## src/rtl/fmult_accum_pkg.sv

```systemverilog
// Shared types and constants for the fmult_accum_seq block.
// Covers the sequencer states, the SRn field layout and the datapath widths.
package fmult_accum_pkg;

   typedef enum logic [1:0] {
      ST_IDLE = 2'd0,
      ST_MAC  = 2'd1,
      ST_DONE = 2'd2
   } state_t;

   localparam int SR_W        = 11;
   localparam int SR_S_POS    = 10;
   localparam int SR_EXP_MSB  = 9;
   localparam int SR_EXP_LSB  = 6;
   localparam int SR_MANT_MSB = 5;
   localparam int SR_MANT_LSB = 0;

   localparam int A_W      = 16;
   localparam int MAG_W    = 13;
   localparam int WMAG_W   = 15;
   localparam int ROUND_K  = 48;
   localparam int EXP_BIAS = 26;

   // Number of significant bits in a 13-bit magnitude (0 for zero).
   function automatic logic [3:0] bit_length13(input logic [12:0] v);
      logic [3:0] n;
      n = 4'd0;
      for (int i = 0; i < 13; i++) begin
         if (v[i]) n = 4'(i + 1);
         else      n = n;
      end
      return n;
   endfunction

endpackage

```

## src/rtl/fmult_accum_seq_fmult.sv

```systemverilog
// Combinational G.726-style float multiply of one coefficient An by one SRn operand.
// Produces the signed 16-bit weighted product WAn.
module fmult
   import fmult_accum_pkg::*;
(
   input  logic [15:0] an,
   input  logic [10:0] srn,
   output logic [15:0] wan
);

   logic        an_s;
   logic        sr_s;
   logic [15:0] an_abs;
   logic [12:0] an_mag;
   logic [3:0]  an_exp;
   logic [5:0]  an_mant;
   logic [3:0]  sr_exp;
   logic [5:0]  sr_mant;
   logic [4:0]  wa_exp;
   logic [8:0]  wa_mant;
   logic [17:0] mag_base;
   logic [14:0] wa_mag;

   assign an_s    = an[A_W-1];
   assign sr_s    = srn[SR_S_POS];
   assign sr_exp  = srn[SR_EXP_MSB:SR_EXP_LSB];
   assign sr_mant = srn[SR_MANT_MSB:SR_MANT_LSB];

   // -32768 yields 0x2000 here, which the 13-bit truncation turns into zero.
   assign an_abs  = an_s ? (16'd0 - an) : an;
   assign an_mag  = 13'(an_abs >> 2);
   assign an_exp  = bit_length13(an_mag);
   assign an_mant = (an_mag == 13'd0) ? 6'd32 : 6'({an_mag, 6'd0} >> an_exp);

   assign wa_exp   = {1'b0, sr_exp} + {1'b0, an_exp};
   assign wa_mant  = 9'((({7'd0, sr_mant} * {7'd0, an_mant}) + 13'(ROUND_K)) >> 4);
   assign mag_base = {2'b00, wa_mant, 7'd0};

   // Align the mantissa product to the exponent, keeping only 15 magnitude bits.
   always_comb begin
      wa_mag = 15'd0;
      if (wa_exp > 5'(EXP_BIAS)) begin
         wa_mag = 15'(mag_base << (wa_exp - 5'(EXP_BIAS)));
      end else begin
         wa_mag = 15'(mag_base >> (5'(EXP_BIAS) - wa_exp));
      end
   end

   assign wan = (an_s ^ sr_s) ? (16'd0 - {1'b0, wa_mag}) : {1'b0, wa_mag};

endmodule

```

## src/rtl/fmult_accum_seq.sv

```systemverilog
// Sequential multiply-accumulate over NZ zero taps then NP pole taps, one tap per cycle.
// Define FMULT_ACCUM_SAT_EN for a saturating accumulator; default wraps modulo 2^16.
module fmult_accum_seq
   import fmult_accum_pkg::*;
#(
   parameter int NZ = 6,
   parameter int NP = 2
)
(
   input  logic                     clk,
   input  logic                     reset,
   input  logic                     start,
   input  logic [16*(NZ+NP)-1:0]    a_coef,
   input  logic [11*(NZ+NP)-1:0]    sr,
   output logic                     busy,
   output logic                     done,
   output logic [14:0]              sez,
   output logic [14:0]              se,
   input  logic                     scan_in0,
   input  logic                     scan_en,
   output logic                     scan_out0
);

   localparam int N = NZ + NP;

   state_t           state_r;
   state_t           state_n;
   logic [16*N-1:0]  a_cap_r;
   logic [11*N-1:0]  sr_cap_r;
   logic [4:0]       idx_r;
   logic [15:0]      acc_r;
   logic [15:0]      acc_n;
   logic [15:0]      sezi_r;
   logic [15:0]      tap_a_s;
   logic [10:0]      tap_sr_s;
   logic [15:0]      wan_s;
   logic             busy_r;
   logic             done_r;
   logic [14:0]      sez_r;
   logic [14:0]      se_r;
   logic             unused_scan_s;

   assign unused_scan_s = scan_in0 ^ scan_en;
   assign scan_out0     = 1'b0;

   assign tap_a_s  = a_cap_r[int'(idx_r)*16 +: 16];
   assign tap_sr_s = sr_cap_r[int'(idx_r)*11 +: 11];

   fmult u_fmult (
      .an  (tap_a_s),
      .srn (tap_sr_s),
      .wan (wan_s)
   );

`ifdef FMULT_ACCUM_SAT_EN
   logic [16:0] sum_s;
   assign sum_s = {acc_r[15], acc_r} + {wan_s[15], wan_s};

   // Clamp to the 16-bit signed range when the add overflows.
   always_comb begin
      acc_n = sum_s[15:0];
      if (sum_s[16] != sum_s[15]) begin
         acc_n = sum_s[16] ? 16'h8000 : 16'h7FFF;
      end else begin
         acc_n = sum_s[15:0];
      end
   end
`else
   assign acc_n = acc_r + wan_s;
`endif

   // State register
   always_ff @(posedge clk) begin
      if (reset) state_r <= ST_IDLE;
      else       state_r <= state_n;
   end

   // Next-state decode
   always_comb begin
      state_n = state_r;
      case (state_r)
         ST_IDLE: begin
            if (start) state_n = ST_MAC;
            else       state_n = ST_IDLE;
         end
         ST_MAC: begin
            if (idx_r == 5'(N - 1)) state_n = ST_DONE;
            else                    state_n = ST_MAC;
         end
         ST_DONE: state_n = ST_IDLE;
         default: state_n = ST_IDLE;
      endcase
   end

   // Operand capture, tap accumulation and output registers
   always_ff @(posedge clk) begin
      if (reset) begin
         a_cap_r  <= '0;
         sr_cap_r <= '0;
         idx_r    <= 5'd0;
         acc_r    <= 16'd0;
         sezi_r   <= 16'd0;
         busy_r   <= 1'b0;
         done_r   <= 1'b0;
         sez_r    <= 15'd0;
         se_r     <= 15'd0;
      end else begin
         done_r <= 1'b0;
         busy_r <= (state_n != ST_IDLE);
         case (state_r)
            ST_IDLE: begin
               idx_r <= 5'd0;
               if (start) begin
                  a_cap_r  <= a_coef;
                  sr_cap_r <= sr;
                  acc_r    <= 16'd0;
                  sezi_r   <= 16'd0;
               end else begin
                  acc_r <= acc_r;
               end
            end
            ST_MAC: begin
               acc_r <= acc_n;
               idx_r <= idx_r + 5'd1;
               if (idx_r == 5'(NZ - 1)) sezi_r <= acc_n;
               else                     sezi_r <= sezi_r;
            end
            ST_DONE: begin
               // Dropping bit 0 of the 16-bit sum is the arithmetic halving; bit 15 stays the sign.
               done_r <= 1'b1;
               sez_r  <= 15'(sezi_r >> 1);
               se_r   <= 15'(acc_r >> 1);
            end
            default: begin
               idx_r <= 5'd0;
            end
         endcase
      end
   end

   assign busy = busy_r;
   assign done = done_r;
   assign sez  = sez_r;
   assign se   = se_r;

endmodule
```

## config.mk

```make
export PLATFORM = sky130hd
export DESIGN_NAME = fmult_accum_seq
export DESIGN_NICKNAME = d
export VERILOG_FILES = /design/src/rtl/fmult_accum_pkg.sv /design/src/rtl/fmult_accum_seq_fmult.sv /design/src/rtl/fmult_accum_seq.sv
export SDC_FILE = /design/constraint.sdc
export NUM_CORES = 1
export LEC_CHECK = 0
export ABC_AREA = 1
export CAP_MARGIN = 40
export CORE_UTILIZATION = 40
export CTS_BUF_LIST = sky130_fd_sc_hd__clkbuf_2
export CTS_CLUSTER_DIAMETER = 50
export DETAILED_ROUTE_END_ITERATION = 8
export GPL_TIMING_DRIVEN = 1
export PLACE_DENSITY = 0.72
export SLEW_MARGIN = 10
export SYNTH_ARGS = -nofsm -noshare
export SYNTH_HDL_FRONTEND = slang
export SYNTH_SLANG_ARGS = --single-unit
export TNS_END_PERCENT = 30
```

## constraint.sdc

```tcl
create_clock -name clk -period 13.3 [get_ports clk]
set_input_delay 1.995 -clock clk [delete_from_list [all_inputs] [get_ports clk]]
set_output_delay 1.995 -clock clk [all_outputs]
set_load 0.1 [all_outputs]
```

Yosys cells after proc, flatten, opt, wreduce, memory -nomap -nowiden

Index checks and enable logic that the tools add are counted.
W data, S select, Z words.

Shifts and indexed selects: 5
Eq/ne operators: 6
Reductions and logical operators: 7
$add $sub $neg: 8
Magnitude comparators: 1
Muxes and demuxes: 26
Bitwise operators: 1
Div/mod/pow operators: 0
$mul: 2

Operators with widths:

| cell                    | number |
|---|---|
| $shiftx A128 B10 Y16    | 1 |
| $shiftx A88 B10 Y11     | 1 |
| $pmux W16 S2            | 2 |
| $mux W16                | 3 |
| $mux W4                 | 12 |
| $mux W15                | 2 |
| $shr A19 B4 Y6          | 1 |
| $add A16 B16 Y16        | 1 |
| $shl A16 B5 Y15         | 1 |
| $shr A16 B5 Y15         | 1 |
| $sub A1 B15 Y16 const A | 1 |
| $sub A1 B15 Y15 const A | 1 |
| $add A12 B6 Y13 const B | 1 |
| $logic_not A13 Y1       | 1 |
| $mul A6 B6 Y12          | 1 |
| $eq A5 B3 Y1 const B    | 2 |
| $pmux W5 S2             | 1 |
| $mul A5 B4 Y9 const B   | 1 |
| $mux W6                 | 1 |
| $add A4 B4 Y5           | 1 |
| $add A5 B1 Y5 const B   | 1 |
| $gt A5 B5 Y1 const B    | 1 |
| $sub A5 B5 Y5 const A   | 1 |
| $sub A5 B5 Y5 const B   | 1 |
| other kinds (11)        | 16 |

Latch bits: 0
Word-level logic and storage cells: 66
Register bits after elaboration: 287
Bits in read-only memories: 0
Memories kept: 0
Memory bits (writable): 0

Depth between registers and ports, before layout

Depth in word-level cells: 27
Mapped depth: 76

By module

A second synthesis with hierarchy kept.

Cell total of the unflattened synthesis: 2470
Area total of the unflattened synthesis: 16291.9 µm²

By module, submodules not included:

| module          | area an instance (µm²) | cells each | seq. area each (µm²) | times used |
|---|---|---|---|---|
| fmult_accum_seq | 12517.0                | 1812       | 5725.5               | 1 |
| fmult           | 3774.9                 | 658        | 0.0                  | 1 |

Worst setup path before layout

OpenSTA, ideal clock, no wires.

Path kind: reg-to-reg
Start point: reg idx_r[0]
End point: reg acc_r[15]
Path slack: 4.424 ns
Path buffers: 3
Setup time: 0.132 ns
Data required time: 13.168 ns
Cell stages (with the launch flop): 60
Data arrival time: 8.744 ns
Cell sequence: dfxtp_1 -> buf_6 -> inv_4 -> buf_4 -> o21ai_1 -> nand2_1 -> nand2_1 -> nand2_2 -> nor2_2 -> nand2_2 -> nor2_4 -> nand3_4 -> o21ai_4 -> xor2_2 -> nor2_1 -> nand2_2 -> nand2_1 -> nand2_2 -> [... 24 more ...] -> o21ai_0 -> inv_1 -> ha_1 -> nand3_1 -> nand2_1 -> a21oi_1 -> nor2_1 -> o21ai_0 -> nand2_1 -> a21oi_1 -> o21bai_1 -> nand2_1 -> o211ai_1 -> or2_2 -> nand2_1 -> nand3_1 -> nand3_1 -> a21oi_1

Longest elaborated chain between the ends: 26
Elaborated cells on any way between the ends: 35

RTL lines:

| item                                                      | RTL line                                                 | RTL |
|---|---|---|
| start: declaration                                        | fmult_accum_seq.sv:30                                    | `logic [4:0] idx_r;` |
| start signal: assignment                                  | fmult_accum_seq.sv:124                                   | `idx_r <= idx_r + 5'd1;` |
| $shiftx A128 B10 Y16                                      | fmult_accum_seq.sv:46                                    | `assign tap_a_s = a_cap_r[int'(idx_r)*16 +: 16];` |
| $sub A1 B15 Y15                                           | fmult_accum_seq_fmult.sv:30                              | `assign an_abs = an_s ? (16'd0 - an) : an;` |
| $mux W15                                                  | fmult_accum_seq_fmult.sv:30                              |  |
| $mux W1                                                   | fmult_accum_pkg.sv:29                                    | `if (v[i]) n = 4'(i + 1);` |
| $mux W4 (12 in a row)                                     | fmult_accum_pkg.sv:29                                    |  |
| $shr A19 B4 Y6                                            | fmult_accum_seq_fmult.sv:33                              | `assign an_mant = (an_mag == 13'd0) ? 6'd32 : 6'({an_mag, 6'd0} >> an_exp);` |
| $mux W6                                                   | fmult_accum_seq_fmult.sv:33                              |  |
| $mul A6 B6 Y12                                            | fmult_accum_seq_fmult.sv:36                              | `assign wa_mant = 9'((({7'd0, sr_mant} * {7'd0, an_mant}) + 13'(ROUND_K)) >> 4);` |
| $add A12 B6 Y13                                           | fmult_accum_seq_fmult.sv:36                              |  |
| $shr A16 B5 Y15 / $shl A16 B5 Y15 (equally long branches) | fmult_accum_seq_fmult.sv:45, fmult_accum_seq_fmult.sv:43 |  |
| $mux W15                                                  | fmult_accum_seq_fmult.sv:42                              | `if (wa_exp > 5'(EXP_BIAS)) begin` |
| $sub A1 B15 Y16                                           | fmult_accum_seq_fmult.sv:49                              | `assign wan = (an_s ^ sr_s) ? (16'd0 - {1'b0, wa_mag}) : {1'b0, wa_mag};` |
| $mux W16 (*)                                              | fmult_accum_seq_fmult.sv:49                              |  |
| $add A16 B16 Y16 (*)                                      | fmult_accum_seq.sv:69                                    | `assign acc_n = acc_r + wan_s;` |
| $pmux W16 S2 (*)                                          | fmult_accum_seq.sv:110                                   | `case (state_r)` |
| end signal: assignment                                    | fmult_accum_seq.sv:119                                   | `acc_r <= acc_r;` |
| end signal: assignment                                    | fmult_accum_seq.sv:123                                   | `acc_r <= acc_n;` |
| end: declaration                                          | fmult_accum_seq.sv:31                                    | `logic [15:0] acc_r;` |

Mark *: on every way between the ends. The rest lies on a longest branch, timed or not.
A chain may end at the register's enable or synchronous reset.

Worst setup path in the final report

Ends and elaborated chain as after synthesis.

==> metrics.cfg <==
[cts]
root_buffer=clkbuf_2
cts_tree=yes
postCtsSetupRepairBufs=0
clkSinkCount=286
clock_latency_ns=0.89
postCtsHoldBufs=0
cts_resized=0
cts_made_buffers=73
htree_levels=3
clockBufferDepth=3
cts.clk_slew.worst_paths_ns=0.12

[sta]
slew_headroom_pct=38.31
maxSlewViolCount=0
hold_viol_final=0
period_share_pct=87.15
tightest_slew_ns=0.9224
setup-tns-final_ns=0
rsz0062_at_grt=no
whs_ns=0.4447
finalCriticalPeriod_ns=11.59
clock_skew_ns=0.1069
setup_viol=0
fmaxAchievable_mhz=86.28

[route]
drc=0
first_pass_iters=5
vias=16410
wire_per_inst_um=16.00
drt-vias-per-instance=5.187
routed_wl_um=50640
ant_nets=0
drt_iter0_drc=1267

[floorplanning]
ios=254
initial_core_util_pct=40.80
fp.dieH_um=201.0
die_area_mm2=0.04040
die_x_um=201.0
rows=72
core_mm2=0.03883

[power_and_ir_drop]
p_leak_uw=0.008896
vdd_ir_drop_max_uv=192.2
powerDensity_mw_per_mm2=215.2

[final_layout]
multiInputGateArea_mm2=0.008925
fill_cells=3787
finalNetCount=2893
area_delta_synth_final_pct=24.82
drive_gt1_share_pct=8.778
area.sequential_mm2=0.005731

[run]
maxCapViolCount=0

[worst_setup_path]
r2r_cells=58
crit_slowest_cell=dfxtp_4
rrSetupSlack_ns=1.71
cp_top_family=simple AND/OR/NAND/NOR gates
path_class=flip-flop to flip-flop
cp-start-kind=flip-flop
crit_path_frequent_cell=nand2_1
cpPeakStageDelay_ns=0.76
cp_max_fo=53
path_buf_inv=4
required_ns=14.04
cp.arrival_ns=12.33
r2r-start=idx_r[0]$_SDFFE_PP0N_
timing.rr.end=acc_r[15]$_SDFFE_PP0P_
crit_path_end_kind=flip-flop

[grt]
grt_first_pass_wirelength_um=81770
grt_max_degree=113
overflow=0
grt_antenna_before_repair=3
first_global_vias=16180
grt_use_total_pct=24.82

[hold_path]
hp-start=sezi_r[8]$_SDFFE_PP0P_
whs_path_depth=2
hold_path.class=flip-flop to flip-flop
whs_endpoint=sez[7]$_SDFFE_PP0P_

[synth]
synth-main-ff-cell=dfxtp_1
synth_mux_area_share_pct=0
yosys_register_bits=286
syn_inst=2363
yosys.area.top_type=dfxtp_1
synth_top_family_by_area=simple AND/OR/NAND/NOR gates
synth-xor-area-share_pct=1.927
synth_enable_flop_cells=0
synth_top_area_share_pct=36.14
synth_most_common_cell=nor2_1
synthAdderAreaFrac_pct=6.871
seq_area_frac_synth_pct=36.14
synth.cell_area_mm2=0.01584
synthTopCellsByCount=nor2_1, o21ai_0, nand2_1, dfxtp_1, inv_1
yosys-top-cells-area=dfxtp_1, nor2_1, o21ai_0
syn-mean-instance-area_um2=6.704
synthArstFlopShare_pct=0
synth_compound_area_share_pct=18.43
ys_warn_count=0
synth_fp_nets=2659
synth_cell_types=51
synth-simple-area-share_pct=28.99

[placement]
hpwl_um=37040
gp_congestion=0.8898
io_buffers=250

[run_status]
status=finished, final reports clean

## cell families after synthesis
kind of cell,Yosys count
AOI/OAI and AO/OA,555
and+or+nand+nor,1126
other,1
xor gates and xnor gates,31
adders and majority gates,75
buffers and inverters,289
DFF,286
## metal layers
metal	vias to the layer above	wire length (um)	track usage, %
met5	-	0	0
met4	0	1396	9.487
met3	101	2640	4.075
met2	514	23780	41.02
met1	7633	22820	32.30
li1	8164	-	-
## registers in the layout, summed over array words and instances, names as in the netlist
| name | cells |
|---|---|
| se | 15 |
| idx_r | 5 |
| busy | 1 |
| sez | 15 |
| done | 1 |
| sezi_r | 15 |
| a_cap_r | 128 |
| acc_r | 16 |
| state_r | 2 |
| sr_cap_r | 88 |
## stage by stage
step | setup slack [ns] | area [um2] | utilization, % | power [uW] | cells
5_1_grt | 0.6045 | 19770 | 50.92 | 4697 | 3164
3_3_place_gp | 2.018 | 18480 | 47.60 | 3557 | 3004
3_5_place_dp | 1.858 | 19120 | 49.25 | 3622 | 3040
2_1_floorplan | 4.424 | 15840 | - | 3003 | 2363
6_report | 1.709 | 19770 | 50.92 | 4256 | 3164
4_1_cts | 1.840 | 19770 | 50.91 | 4241 | 3161
## worst register-to-register path, delay by kind of cell (launching register included)
| family | cells | cell delay [ns] |
|---|---|---|
| simple gates | 33 | 4.45 |
| compound gates | 13 | 2.20 |
| xor+xnor | 1 | 0.28 |
| flops | 1 | 0.76 |
| buf+inv | 4 | 0.94 |
| fa+ha+maj | 7 | 2.83 |
## area by class of cell
cell class | instances | area share [%]
Inverter | 147 | 2.854
Tap cell | 518 | 3.278
Timing Repair Buffer | 301 | 16.45
Clock buffer | 103 | 2.607
Sequential cell | 286 | 28.98
Multi-Input combinational cell | 1788 | 45.14
Antenna cell | 3 | 0.03797
Clock inverter | 18 | 0.6518
## where the power goes
group	internal [uW]	switching (uW)	leakage, uW	total [uW]
Clock	245	359	0.000493	604
Sequential	931	44.4	0.00236	976
Combinational	931	1740	0.00604	2680
Total	2110	2150	0.00890	4260
## cells in the final DEF (no fill, tap or decap), drive strengths merged, types with 5 or more instances in the layout
cell | netlist | routed
nor3 | 7 | 7
a31oi | 5 | 5
ha | 55 | 55
nand3b | 5 | 5
o21ai | 401 | 401
clkdlybuf4s50 | 0 | 250
nand3 | 108 | 108
o211ai | 7 | 7
inv | 145 | 147
fa | 20 | 20
dfxtp | 286 | 286
xor2 | 25 | 25
nand2 | 333 | 333
xnor2 | 6 | 6
nor2 | 661 | 661
a21oi | 89 | 89
clkbuf | 110 | 103
buf | 32 | 51
o22ai | 38 | 38
clkinv | 2 | 16
or2 | 5 | 5
## worst max path at each step
stage | cells after the start | slack (ns) | startpoint | to
after CTS | 58 | 1.84 | idx_r[0]$_SDFFE_PP0N_ | acc_r[15]$_SDFFE_PP0P_
after global routing | 60 | 0.60 | idx_r[0]$_SDFFE_PP0N_ | acc_r[15]$_SDFFE_PP0P_
after floorplan | 59 | 4.42 | idx_r[0]$_SDFFE_PP0N_ | acc_r[15]$_SDFFE_PP0P_
after detailed placement | 58 | 1.86 | idx_r[0]$_SDFFE_PP0N_ | acc_r[15]$_SDFFE_PP0P_
final | 58 | 1.71 | idx_r[0]$_SDFFE_PP0N_ | acc_r[15]$_SDFFE_PP0P_
after global placement | 59 | 2.02 | idx_r[0]$_SDFFE_PP0N_ | acc_r[15]$_SDFFE_PP0P_
Note: power is estimated with default switching activity, not from simulation.
